**src/rtl/clk_gen_multi.sv**
```systemverilog
// Multi-channel runtime-programmable clock divider: a half-rate clock plus NUM_CH
// 50%-duty divided clocks whose ratio/enable change only at full-period boundaries.
module clk_gen_multi #(
    parameter int NUM_CH        = 4,
    parameter int CNT_W         = 6,
    parameter int DEFAULT_RATIO = 5,
    parameter int CH_W          = 2
) (
    input  logic              original_clock,
    input  logic              reset_in,
    input  logic              cfg_valid,
    output logic              cfg_ready,
    input  logic [CH_W-1:0]   cfg_ch,
    input  logic [CNT_W-1:0]  cfg_ratio,
    input  logic              cfg_en,
    input  logic              realign,
    output logic              clock_2x,
    output logic [NUM_CH-1:0] clock_div,
    output logic [NUM_CH-1:0] tick
);

    localparam logic [CNT_W-1:0] DEF_RATIO = CNT_W'(DEFAULT_RATIO);

    logic [CNT_W-1:0]  cnt        [NUM_CH];
    logic [CNT_W-1:0]  ratio_act  [NUM_CH];
    logic [CNT_W-1:0]  ratio_pend [NUM_CH];
    logic [NUM_CH-1:0] en_act;
    logic [NUM_CH-1:0] en_pend;
    logic [NUM_CH-1:0] pending;
    logic [NUM_CH-1:0] sel;
    logic [CNT_W-1:0]  ratio_in;
    logic              accept;

    // Handshake: a config transfers on an edge where cfg_valid and cfg_ready are both
    // high. Ready drops only while the addressed channel holds an unapplied config;
    // out-of-range channels are always ready and their configs are discarded.
    always_comb begin
        cfg_ready = 1'b1;
        for (int i = 0; i < NUM_CH; i++) begin
            if (cfg_ch == CH_W'(i)) cfg_ready = ~pending[i];
        end
    end

    assign accept   = cfg_valid & cfg_ready;
    assign ratio_in = (cfg_ratio == '0) ? CNT_W'(1) : cfg_ratio;

    always_comb begin
        sel = '0;
        for (int i = 0; i < NUM_CH; i++) begin
            sel[i] = accept && (cfg_ch == CH_W'(i));
        end
    end

    always_ff @(posedge original_clock) begin
        if (!reset_in) begin
            clock_2x  <= 1'b1;
            clock_div <= '0;
            tick      <= '0;
            en_act    <= '1;
            en_pend   <= '1;
            pending   <= '0;
            for (int i = 0; i < NUM_CH; i++) begin
                cnt[i]        <= '0;
                ratio_act[i]  <= DEF_RATIO;
                ratio_pend[i] <= DEF_RATIO;
            end
        end else begin
            clock_2x <= realign ? 1'b1 : ~clock_2x;
            for (int i = 0; i < NUM_CH; i++) begin
                tick[i] <= 1'b0;
                if (realign) begin
                    // A config arriving with realign bypasses the pending slot.
                    cnt[i]       <= '0;
                    clock_div[i] <= 1'b0;
                    pending[i]   <= 1'b0;
                    if (sel[i]) begin
                        ratio_act[i] <= ratio_in;
                        en_act[i]    <= cfg_en;
                    end else if (pending[i]) begin
                        ratio_act[i] <= ratio_pend[i];
                        en_act[i]    <= en_pend[i];
                    end
                end else begin
                    if (sel[i]) begin
                        ratio_pend[i] <= ratio_in;
                        en_pend[i]    <= cfg_en;
                        pending[i]    <= 1'b1;
                    end
                    if (!en_act[i]) begin
                        cnt[i]       <= '0;
                        clock_div[i] <= 1'b0;
                        if (pending[i]) begin
                            ratio_act[i] <= ratio_pend[i];
                            en_act[i]    <= en_pend[i];
                            pending[i]   <= 1'b0;
                        end
                    end else if (cnt[i] == ratio_act[i] - 1'b1) begin
                        clock_div[i] <= ~clock_div[i];
                        tick[i]      <= ~clock_div[i];
                        cnt[i]       <= '0;
                        // Swap only at the falling toggle so the low phase uses the new ratio.
                        if (clock_div[i] && pending[i]) begin
                            ratio_act[i] <= ratio_pend[i];
                            en_act[i]    <= en_pend[i];
                            pending[i]   <= 1'b0;
                        end
                    end else begin
                        cnt[i] <= cnt[i] + 1'b1;
                    end
                end
            end
        end
    end

endmodule

```
**config.mk**
```make
export PLATFORM = sky130hd
export DESIGN_NAME = clk_gen_multi
export DESIGN_NICKNAME = d
export VERILOG_FILES = /design/src/rtl/clk_gen_multi.sv
export SDC_FILE = /design/constraint.sdc
export NUM_CORES = 1
export LEC_CHECK = 0
export ABC_AREA = 1
export CAP_MARGIN = 20
export CORE_UTILIZATION = 50
export CTS_CLUSTER_SIZE = 8
export DETAILED_ROUTE_END_ITERATION = 12
export DONT_BUFFER_PORTS = 1
export REMOVE_ABC_BUFFERS = 1
export SYNTH_ARGS = -nofsm -noshare
export SYNTH_HDL_FRONTEND = slang
export SYNTH_SLANG_ARGS = --single-unit
```
**constraint.sdc**
```tcl
create_clock -name original_clock -period 2.4 [get_ports original_clock]
set_clock_uncertainty 0.1 [all_clocks]
set_input_delay 0.48 -clock original_clock [delete_from_list [all_inputs] [get_ports original_clock]]
set_output_delay 0.48 -clock original_clock [all_outputs]
set_load 0.01 [all_outputs]
```
==> results.md <==
* Clk slew on worst S/H paths at 90 ps
* Crit path max-delay cell type: edfxtp_1
* Number of placed instances with taps included at 820
* Largest net degree at the start of global routing at 15
* Die area at 10900 sq um
* Leak at 2.68 nW
* Final setup margin at 191 ps
* Routed wire length per instance at 12.5 um
* Post-CTS Hold Fix Bufs at 0
* Layout Nets at 716
* Crit share post-route at 0.920
* Final setup fails at 0
* Top cell type's share of synthesized area at 0.411
* Crit end category: flip-flop
* Die H at 105 um
* FF+latch count, synth at 93
* Rows at 37
* Pre-CTS WS at 159 ps
* Worst-Skew Late Latency at 360 ps
* Worst r2r path cells at 9
* Crit Path Max Fanout at 9
* R2R Path End: ratio_act[1][5]
* Ratio of cells with drive above 1 in the final layout at 0.0743
* Vias after detailed routing at 4166
* YS warnings at 0
* Ys async rst share at 0
* HPWL Detailed at 7.80 mm
* CTS Buffer Depth at 2
* Hold_sp: reset_in
* VDD IR max at 0.291 mV
* Vias in the first global route at 3883
* Port buffer count at 0
* Cell Chain, Critical Path: inv_1 > ha_1 > nand2_1 > nand2_1 > nor2_1 > nand2_1 > nor2_1 > nand4_4 > nand4_1
* Max Transition Viols Final at 0
* GRT overflow at 0
* Maxcap violations at 0
* Critical Path RT at 2350 ps
* GRT Resource Usage Total at 0.207
* Crit start category: flip-flop
* Initial DRC count at 158
* Most frequent cell on the critical path: nand2_1
* Worst Hold Class: input pin to flip-flop
* Commonest non-fill, non-tap cell in the layout: nand2_1
* PostCTS Resize Cnt at 0
* Final hold viol count at 0
* Synth Area per Inst at 7.96 sq um
* I/O Pins at 23
* Share of the yosys chip area belonging to registers at 0.491
* # diodes at 0
* Distinct cell type count after synthesis at 38
* CP bufs+invs at 1
* Core area at 10300 sq um
* CTS tree: done
* Fin util at 0.557
* Power per cell area at 550 nW/um^2
* Max Clk Rate at 453 MHz
* Setup bufs post-CTS at 0
* Die span in x at 105 um
* Overall Power at 3.15 mW
* Post-synth top flop: edfxtp_1
* Synthesized area at 5260 sq um
* Post-synthesis cell count at 661
* Hold path depth at 3
* Finished Layout Cells at 836
* Area leader, netlist: edfxtp_1
* Num CTS Buffers at 9
* First-pass GRT wire length at 17.8 mm
* CP delay by family, top: simple AND/OR/NAND/NOR gates
* Status: finished clean
* Initial Utilization at 0.512
* # clock sinks at 93
* Area delta synth->final at 8.84%
* Hold endpoint: en_act[1]
* Critical path type: flip-flop to flip-flop
* Max incr delay on CP at 420 ps
* Routed vias/inst at 4.98
* H-tree lvl count at 3
* 1st-pass router iterations at 5
* CTS Root Buffer Type: clkbuf_8
* RePlAce Congestion at 0.843
* R2R setup slack at 190 ps
* Drt drc at 0
* Post-synth EDFFs at 72
* Most frequent cells in the layout: nand2_1, inv_1, nor2_1
* Initial antenna violation count at 0
* Drt total wl at 10.5 mm
* Post-DRT Antenna Nets at 0
* Post-layout min period at 2210 ps
* Worst r2r src: ratio_act[1][0]
* Synth top area cells: edfxtp_1, nand2_1, dfxtp_1
* Crit path DAT at 2160 ps
## cells in the mapped netlist, types with 12 or more instances
master	instances
inv_1	97
nand2_1	175
o21ai_0	18
edfxtp_1	72
dfxtp_1	21
xor2_1	12
xnor2_1	13
nand4_1	16
a21oi_1	20
nand3_1	48
nor2_1	93
## where the power goes
group / leakage, nW / internal, mW / switching (mW)
sequential: 0.865 / 1.80 / 0.0511
clock: 0.0907 / 0.476 / 0.546
combinational: 1.72 / 0.0967 / 0.185
total: 2.68 / 2.37 / 0.782
## worst reg2reg max path, stage by stage (launching register included)
cell and delay (ps):
edfxtp_1 420, inv_1 130, ha_1 260, nand2_1 80, nand2_1 50, nor2_1 100
nand2_1 60, nor2_1 190, nand4_4 200, nand4_1 300
## registers in the layout, indices dropped and copies added (netlist names)
name,flops
en_pend,4
clock_2x,1
tick,4
ratio_pend,24
pending,4
clock_div,4
cnt,24
en_act,4
ratio_act,24
## how the worst max path moves through the flow
stage / endpoint / startpoint / cells past startpoint / slack, ps
floorplan: ratio_act[2][0] / ratio_act[2][0] / 8 / 360
global placement: ratio_act[2][3] / ratio_act[2][0] / 8 / 250
detailed placement: ratio_act[2][3] / ratio_act[2][0] / 8 / 160
CTS: ratio_act[2][2] / ratio_act[2][0] / 8 / 150
global route: ratio_act[1][4] / ratio_act[1][0] / 12 / -6
finish: ratio_act[1][5] / ratio_act[1][0] / 9 / 190
## cells by family (layout without fill, tap and decap cells)
kind of cell	Yosys count	after routing	share of synthesized area
buffers and inverters	116	132	0.0856
DFF	93	93	0.491
xor gates and xnor gates	25	25	0.0416
AOI/OAI and AO/OA	46	46	0.0459
other	1	24	0.000712
adders and majority gates	8	8	0.0190
and+or+nand+nor	372	372	0.317
## through the flow
| stage | setup TNS [ps] | hold WS (ps) | area [sq um] |
|---|---|---|---|
| 2_1_floorplan | 0 | 309 | 5310 |
| 3_3_place_gp | 0 | 321 | 5530 |
| 3_5_place_dp | 0 | 325 | 5530 |
| 4_1_cts | 0 | 181 | 5710 |
| 5_1_grt | -11.8 | 220 | 5730 |
| 6_report | 0 | 198 | 5730 |
## cell type report
cell class	count	area (sq um)
flip-flops and latches	93	2580
multi-input cells	475	2340
clock buffers	11	131
repair buffers	6	45.0
well taps	136	170
inverters	110	413
clock inverters	5	51.3
fillers	982	4550
## routing by layer
metal,GRT usage,wire (um),share of wire
met1,0.292,5230,0.50
met2,0.307,4490,0.43
met3,0.0362,527,0.050
met4,0.106,230,0.022
met5,0,0,0
(Power assumes the default switching activity.)
==> patch 1, RTL diff (same flow settings) <==
The parameter `CNT_W` goes from 6 to 12.
--- a/src/rtl/clk_gen_multi.sv
+++ b/src/rtl/clk_gen_multi.sv
@@ -2,7 +2,7 @@
 // 50%-duty divided clocks whose ratio/enable change only at full-period boundaries.
 module clk_gen_multi #(
     parameter int NUM_CH        = 4,
-    parameter int CNT_W         = 6,
+    parameter int CNT_W         = 12,
     parameter int DEFAULT_RATIO = 5,
     parameter int CH_W          = 2
 ) (
Ports: changed (resized cfg_ratio); port bits go from 23 to 29. The function was not compared with the original's and may differ.
==> patch 1 against the original RTL <==
The run now ends with negative setup slack left; area after synthesis rose by 82%; synthesized cell count rose by 79%; total power rose by 110%; core utilization rose by 7.4 points; sequential cell count rose by 72; worst setup slack got worse by 0.22 ns; via count rose by 88%; routed wire length rose by 110%; die area rose by 80%; first-iteration DRC count rose to 2.7 times the old value; design area rose by 110%; critical path depth rose by 4.
==> patch 1: results (changes against the original RTL) <==
| Metric | Value |
|---|---|
| R2R cell count | 13 (was 9) |
| Area Overhead vs Synth | 23.6% (was 8.84%) |
| Endpoints failing setup | 5 (was 0) |
| Status | finished with violations (was finished clean) |
| Root buffer cell | clkbuf_16 (was clkbuf_8) |
| CTS clk-pin slew, worst paths | 0.07 ns (was 0.09 ns) |
| Cell Area, Placed | 10400 um^2 (was 5530 um^2) |
| Hold Path Depth | 2 (was 3) |
| Commonest cells post-synth | nand2_1 (313), nor2_1 (212), edfxtp_1 (144) (was nand2_1 (175), inv_1 (97), nor2_1 (93)) |
| Critical Path AT | 2.51 ns (was 2.16 ns) |
| Synth cell types | 47 (was 38) |
| DP Worst Slack | -0.0265 ns (was 0.159 ns) |
| Final-layout fill cell count | 1639 (was 982) |
| Max incr delay on CP | 0.40 ns (was 0.42 ns) |
| DRT iter0 DRCs | 420 (was 158) |
| Total GRT Usage | 22.0% (was 20.7%) |
| Register area share after synthesis | 49.6% (was 49.1%) |
| CP Max Fanout | 7 (was 9) |
| Static leakage | 5.04 nW (was 2.68 nW) |
| Peak VDD IR | 0.549 mV (was 0.291 mV) |
| GPL Wtd Cong | 0.816 (was 0.843) |
| Post-Route WL | 22200 um (was 10500 um) |
| Htree depth | 4 (was 3) |
| First-pass GRT wire length | 33500 um (was 17800 um) |
| Synth top area cells | edfxtp_1 (45%), nand2_1 (12%), nor2_1 (8.3%) (was edfxtp_1 (41%), nand2_1 (12%), dfxtp_1 (8.0%)) |
| Layout cell share with drive strength beyond 1 | 19.3% (was 7.43%) |
| Largest registers | cnt x48, ratio_act x48, ratio_pend x48 (was cnt x24, ratio_act x24, ratio_pend x24) |
| Failing checks | negative setup slack |
| Post-DP HPWL | 15500 um (was 7800 um) |
| Final WS setup | -0.0282 ns (was 0.191 ns) |
| CTS Buf Count | 17 (was 9) |
| Worst skew pair latency | 0.43 ns (was 0.36 ns) |
==> patch 1: per-stage QoR <==
| step | hold WS (ns) | TNS [ns] | cells |
|---|---|---|---|
| after floorplan | 0.310 | -14.18 | 1209 |
| after global placement | 0.321 | -0.562 | 1492 |
| after detailed placement | 0.327 | -0.574 | 1492 |
| after CTS | 0.127 | -0.00968 | 1525 |
| after global routing | 0.134 | -11.96 | 1556 |
| final | 0.136 | -0.0492 | 1556 |
==> patch 1: cell type report <==
type	count	area share [%]
Clock inverter	15	1.38
Clock buffer	17	3.60
Inverter	151	4.82
Timing Repair Buffer	73	6.70
Tap cell	234	2.48
Sequential cell	165	40.1
Multi-Input combinational cell	901	40.9
==> patch 1: metal layers <==
| metal | vias to the layer above | part of all wire, % | track usage [%] |
|---|---|---|---|
| li1 | 4049 | - | - |
| met3 | 17 | 4.8 | 4.38 |
| met5 | - | 0 | 0 |
| met2 | 143 | 48 | 36.0 |
| met4 | 0 | 0.97 | 5.90 |
| met1 | 3607 | 46 | 29.9 |
==> patch 1: final timing paths <==
path | start | slack (ns) | endpoint
setup / recovery | ratio_act[2][1]$_SDFFCE_PN0P_ | -0.03 | ratio_act[2][11]$_SDFFCE_PN0P_
setup reg to reg | ratio_act[2][1]$_SDFFCE_PN0P_ | -0.03 | ratio_act[2][11]$_SDFFCE_PN0P_
hold / removal | cfg_ratio[6] | 0.14 | ratio_act[3][6]$_DFFE_PP_
hold reg to reg | clock_2x$_SDFF_PP1_ | 0.34 | clock_2x$_SDFF_PP1_
==> patch 1: worst register-to-register path, cell delays in order (launching register included) <==
cell and delay [ns]:
edfxtp_1 0.40, inv_2 0.12, ha_4 0.21, xnor2_1 0.12, nor2_1 0.13, nand3_2 0.09
nor2_2 0.12, nand2_2 0.09, nor2_4 0.18, nand4_4 0.25, nand2_8 0.16, inv_2 0.04
nor2_1 0.10, nor2_1 0.07
==> patch 1: logic make-up (layout without fill, tap and decap cells) <==
logic type,count (synthesis),count (layout),synth area share (%)
buffers and inverters,169,256,7.37
xor gates and xnor gates,46,46,4.21
and+or+nand+nor,708,716,32.9
adders and majority gates,8,8,1.05
AOI/OAI and AO/OA,83,83,4.76
other,1,48,0.0392
DFF,165,165,49.6
==> patch 1: where the power goes <==
| group | switching [W] | internal (W) | leakage (nW) |
|---|---|---|---|
| combinational | 0.000390 | 0.000255 | 3.16 |
| clock | 0.00114 | 0.00162 | 0.277 |
| sequential | 0.000107 | 0.00325 | 1.61 |
| total | 0.00164 | 0.00513 | 5.04 |
==> patch 1: what timing repair did <==
item,in CTS,in global routing
setup endpoints to repair,52,146
setup buffers,0,19
pin swaps,0,41
cloned,1,12
gates resized for setup,2,129
==> patch 2, RTL diff (config.mk and constraints unchanged) <==
Made on the original files. Add an input register stage for `cfg_ratio`, with the module's reset; this delays it by one clock. The other inputs are not delayed to match.
--- a/src/rtl/clk_gen_multi.sv
+++ b/src/rtl/clk_gen_multi.sv
@@ -21,6 +21,16 @@
 
     localparam logic [CNT_W-1:0] DEF_RATIO = CNT_W'(DEFAULT_RATIO);
 
+    logic [CNT_W-1:0] cfg_ratio_q;
+
+    always_ff @(posedge original_clock) begin
+        if (!reset_in) begin
+            cfg_ratio_q <= '0;
+        end else begin
+            cfg_ratio_q <= cfg_ratio;
+        end
+    end
+
     logic [CNT_W-1:0]  cnt        [NUM_CH];
     logic [CNT_W-1:0]  ratio_act  [NUM_CH];
     logic [CNT_W-1:0]  ratio_pend [NUM_CH];
@@ -42,7 +52,7 @@
     end
 
     assign accept   = cfg_valid & cfg_ready;
-    assign ratio_in = (cfg_ratio == '0) ? CNT_W'(1) : cfg_ratio;
+    assign ratio_in = (cfg_ratio_q == '0) ? CNT_W'(1) : cfg_ratio_q;
 
     always_comb begin
         sel = '0;
Behaviour: not the same (Yosys sat finds a counterexample within 4 cycles, from zero or initial values and one cycle with reset_in low).
==> patch 2 against the original RTL <==
First-iteration DRC count grew 46%; routed wire length grew 6.4%; total power grew 7.7%; design area grew 4.2%; worst setup slack lost 0.0018 ns; sequential cell count grew 6; non-clock buffer count grew 4; area after synthesis grew 3.5%; count of clock-buffer cells in the layout shrank 1; critical path type unchanged; largest power group unchanged; highest routed layer unchanged.
==> patch 2: results (changes against the original RTL) <==
| Metric | Value |
|---|---|
| CTS Buf Count | 9 (unchanged) |
| CP Max Fanout | 8 (was 9) |
| Rel. slew slack | about three fifths |
| Static leakage | 2.73 nW (was 2.68 nW) |
| N_diodes | 0 (unchanged) |
| Pin count of the biggest net entering global routing | 18 (was 15) |
| Wire per inst | 13.3 um (was 12.5 um) |
| Final #Nets | 720 (was 716) |
| Hold Path End | cfg_ratio_q[2]$_SDFF_PN0_ (was en_act[1]$_SDFFE_PN1P_) |
| Status | finished clean (unchanged) |
| Post-DP HPWL | 8270 um (was 7800 um) |
| Drt first pass iters | 5 (unchanged) |
| GPL Wtd Cong | 0.828 (was 0.843) |
| Final-layout fill cell count | 975 (was 982) |
| Syn avg cell area | 8.25 um^2 (was 7.96 um^2) |
| FF-to-FF setup slack | between 0.15 and 0.2 ns |
| CP Class | reg -> reg (unchanged) |
| Register area share after synthesis | 49.6% (was 49.1%) |
| Synth top area cells | edfxtp_1 (40%), nand2_1 (11%), dfxtp_1 (9.9%) (was edfxtp_1 (41%), nand2_1 (12%), dfxtp_1 (8.0%)) |
| Non-Filler Instances | 840 (was 836) |
| Worst skew pair latency | 0.38 ns (was 0.36 ns) |
| First-pass GRT wire length | 18900 um (was 17800 um) |
| Synth warn | 0 (unchanged) |
| CTS clk-pin slew, worst paths | roughly 0.1 ns |
| Synth cell types | 38 (unchanged) |
| Max Clk Rate | 452 MHz (was 453 MHz) |
| Peak VDD IR | 0.332 mV (was 0.291 mV) |
| DRT iter0 DRCs | 230 (was 158) |
| Min-delay src | cfg_ratio[2] (was reset_in) |
| Post-synth EDFFs | 72 (unchanged) |
| Hold WC Path Type | in -> reg (unchanged) |
| Htree depth | 3 (unchanged) |
| DP Worst Slack | 0.130 ns (was 0.159 ns) |
| Vias in the first global route | 3939 (was 3883) |
| Layout cell share with drive strength beyond 1 | 7.81% (was 7.43%) |
| PortBufs | 0 (unchanged) |
| Worst path top cell family by delay | simple AND/OR/NAND/NOR gates (unchanged) |
| CP Launch Point | ratio_act[0][0]$_SDFFCE_PN1P_ (was ratio_act[1][0]$_SDFFCE_PN1P_) |
| Hold Path Depth | 2 (was 3) |
| Max incr delay on CP | approximately 0.43 ns |
| R2R cell count | 11 (was 9) |
| Launching point of the worst reg2reg path | ratio_act[0][0]$_SDFFCE_PN1P_ (was ratio_act[1][0]$_SDFFCE_PN1P_) |
| Commonest cells post-synth | nand2_1 (161), inv_1 (102), nor2_1 (91) (was nand2_1 (175), inv_1 (97), nor2_1 (93)) |
| Vias/cell | 5.07 (was 4.98) |
| Largest registers | cnt x24, ratio_act x24, ratio_pend x24 (unchanged) |
| Total GRT Usage | 21.6% (was 20.7%) |
| Worst R2R End | ratio_act[0][4]$_SDFFCE_PN0P_ (was ratio_act[1][5]$_SDFFCE_PN0P_) |
| Cell Area, Placed | 5720 um^2 (was 5530 um^2) |
| Multi-input gate area | 2420 um^2 (was 2340 um^2) |
| Slowest CP cell | edfxtp_1 (unchanged) |
| Critical Path AT | 2.17 ns |
## patch 2: timing repair
| action | CTS | global route |
|---|---|---|
| setup endpoints to repair | 0 | 22 |
| setup buffers | 0 | 4 |
| hold endpoints to repair | 0 | 0 |
| gates resized for setup | 0 | 3 |
## patch 2: area by class of cell
cell class	count	area share, %
Clock buffer	10	2.31
Sequential cell	99	45.3
Tap cell	136	2.85
Inverter	107	6.75
Clock inverter	6	1.07
Multi-Input combinational cell	472	40.5
Timing Repair Buffer	10	1.26
## patch 2: worst reg2reg max path, cell delays in order, from the launching register on
cell	delay (ns)
edfxtp_1	0.43
inv_2	0.10
ha_1	0.25
nand2_1	0.07
inv_1	0.04
nor2_1	0.07
nand2_1	0.05
nor2_1	0.09
nand2_1	0.07
nor2_2	0.15
nand4_4	0.16
nand4_1	0.31
## patch 2: kinds of logic after synthesis
kind of cell             synth area share (%)
adder cells (fa/ha/maj)                  1.84
buffers and inverters                    7.90
flip-flops                               49.6
other                                  0.0688
AO/OA/AOI/OAI                            4.85
XOR/XNOR                                 5.95
AND/OR/NAND/NOR                          29.8
## patch 2: metal layers
metal / share of wire, % / global-route usage, % / wire, um
met5: 0 / 0 / 0
met1: 50 / 30.6 / 5590
met2: 44 / 32.8 / 4870
met3: 4.8 / 4.97 / 533
met4: 1.3 / 6.55 / 144
## patch 2: stage by stage
stage / total power [W] / hold WS (ns)
4_1_cts: 0.00342 / 0.0812
6_report: 0.00340 / 0.0892
3_5_place_dp: 0.00232 / 0.328
3_3_place_gp: 0.00231 / 0.325
2_1_floorplan: 0.00223 / 0.309
5_1_grt: 0.00354 / 0.0811
## patch 2: power by group
part           switching, W  leakage, nW  internal, W
Sequential        0.0000700        0.926      0.00191
Combinational      0.000199         1.70     0.000106
Clock              0.000601        0.100     0.000511
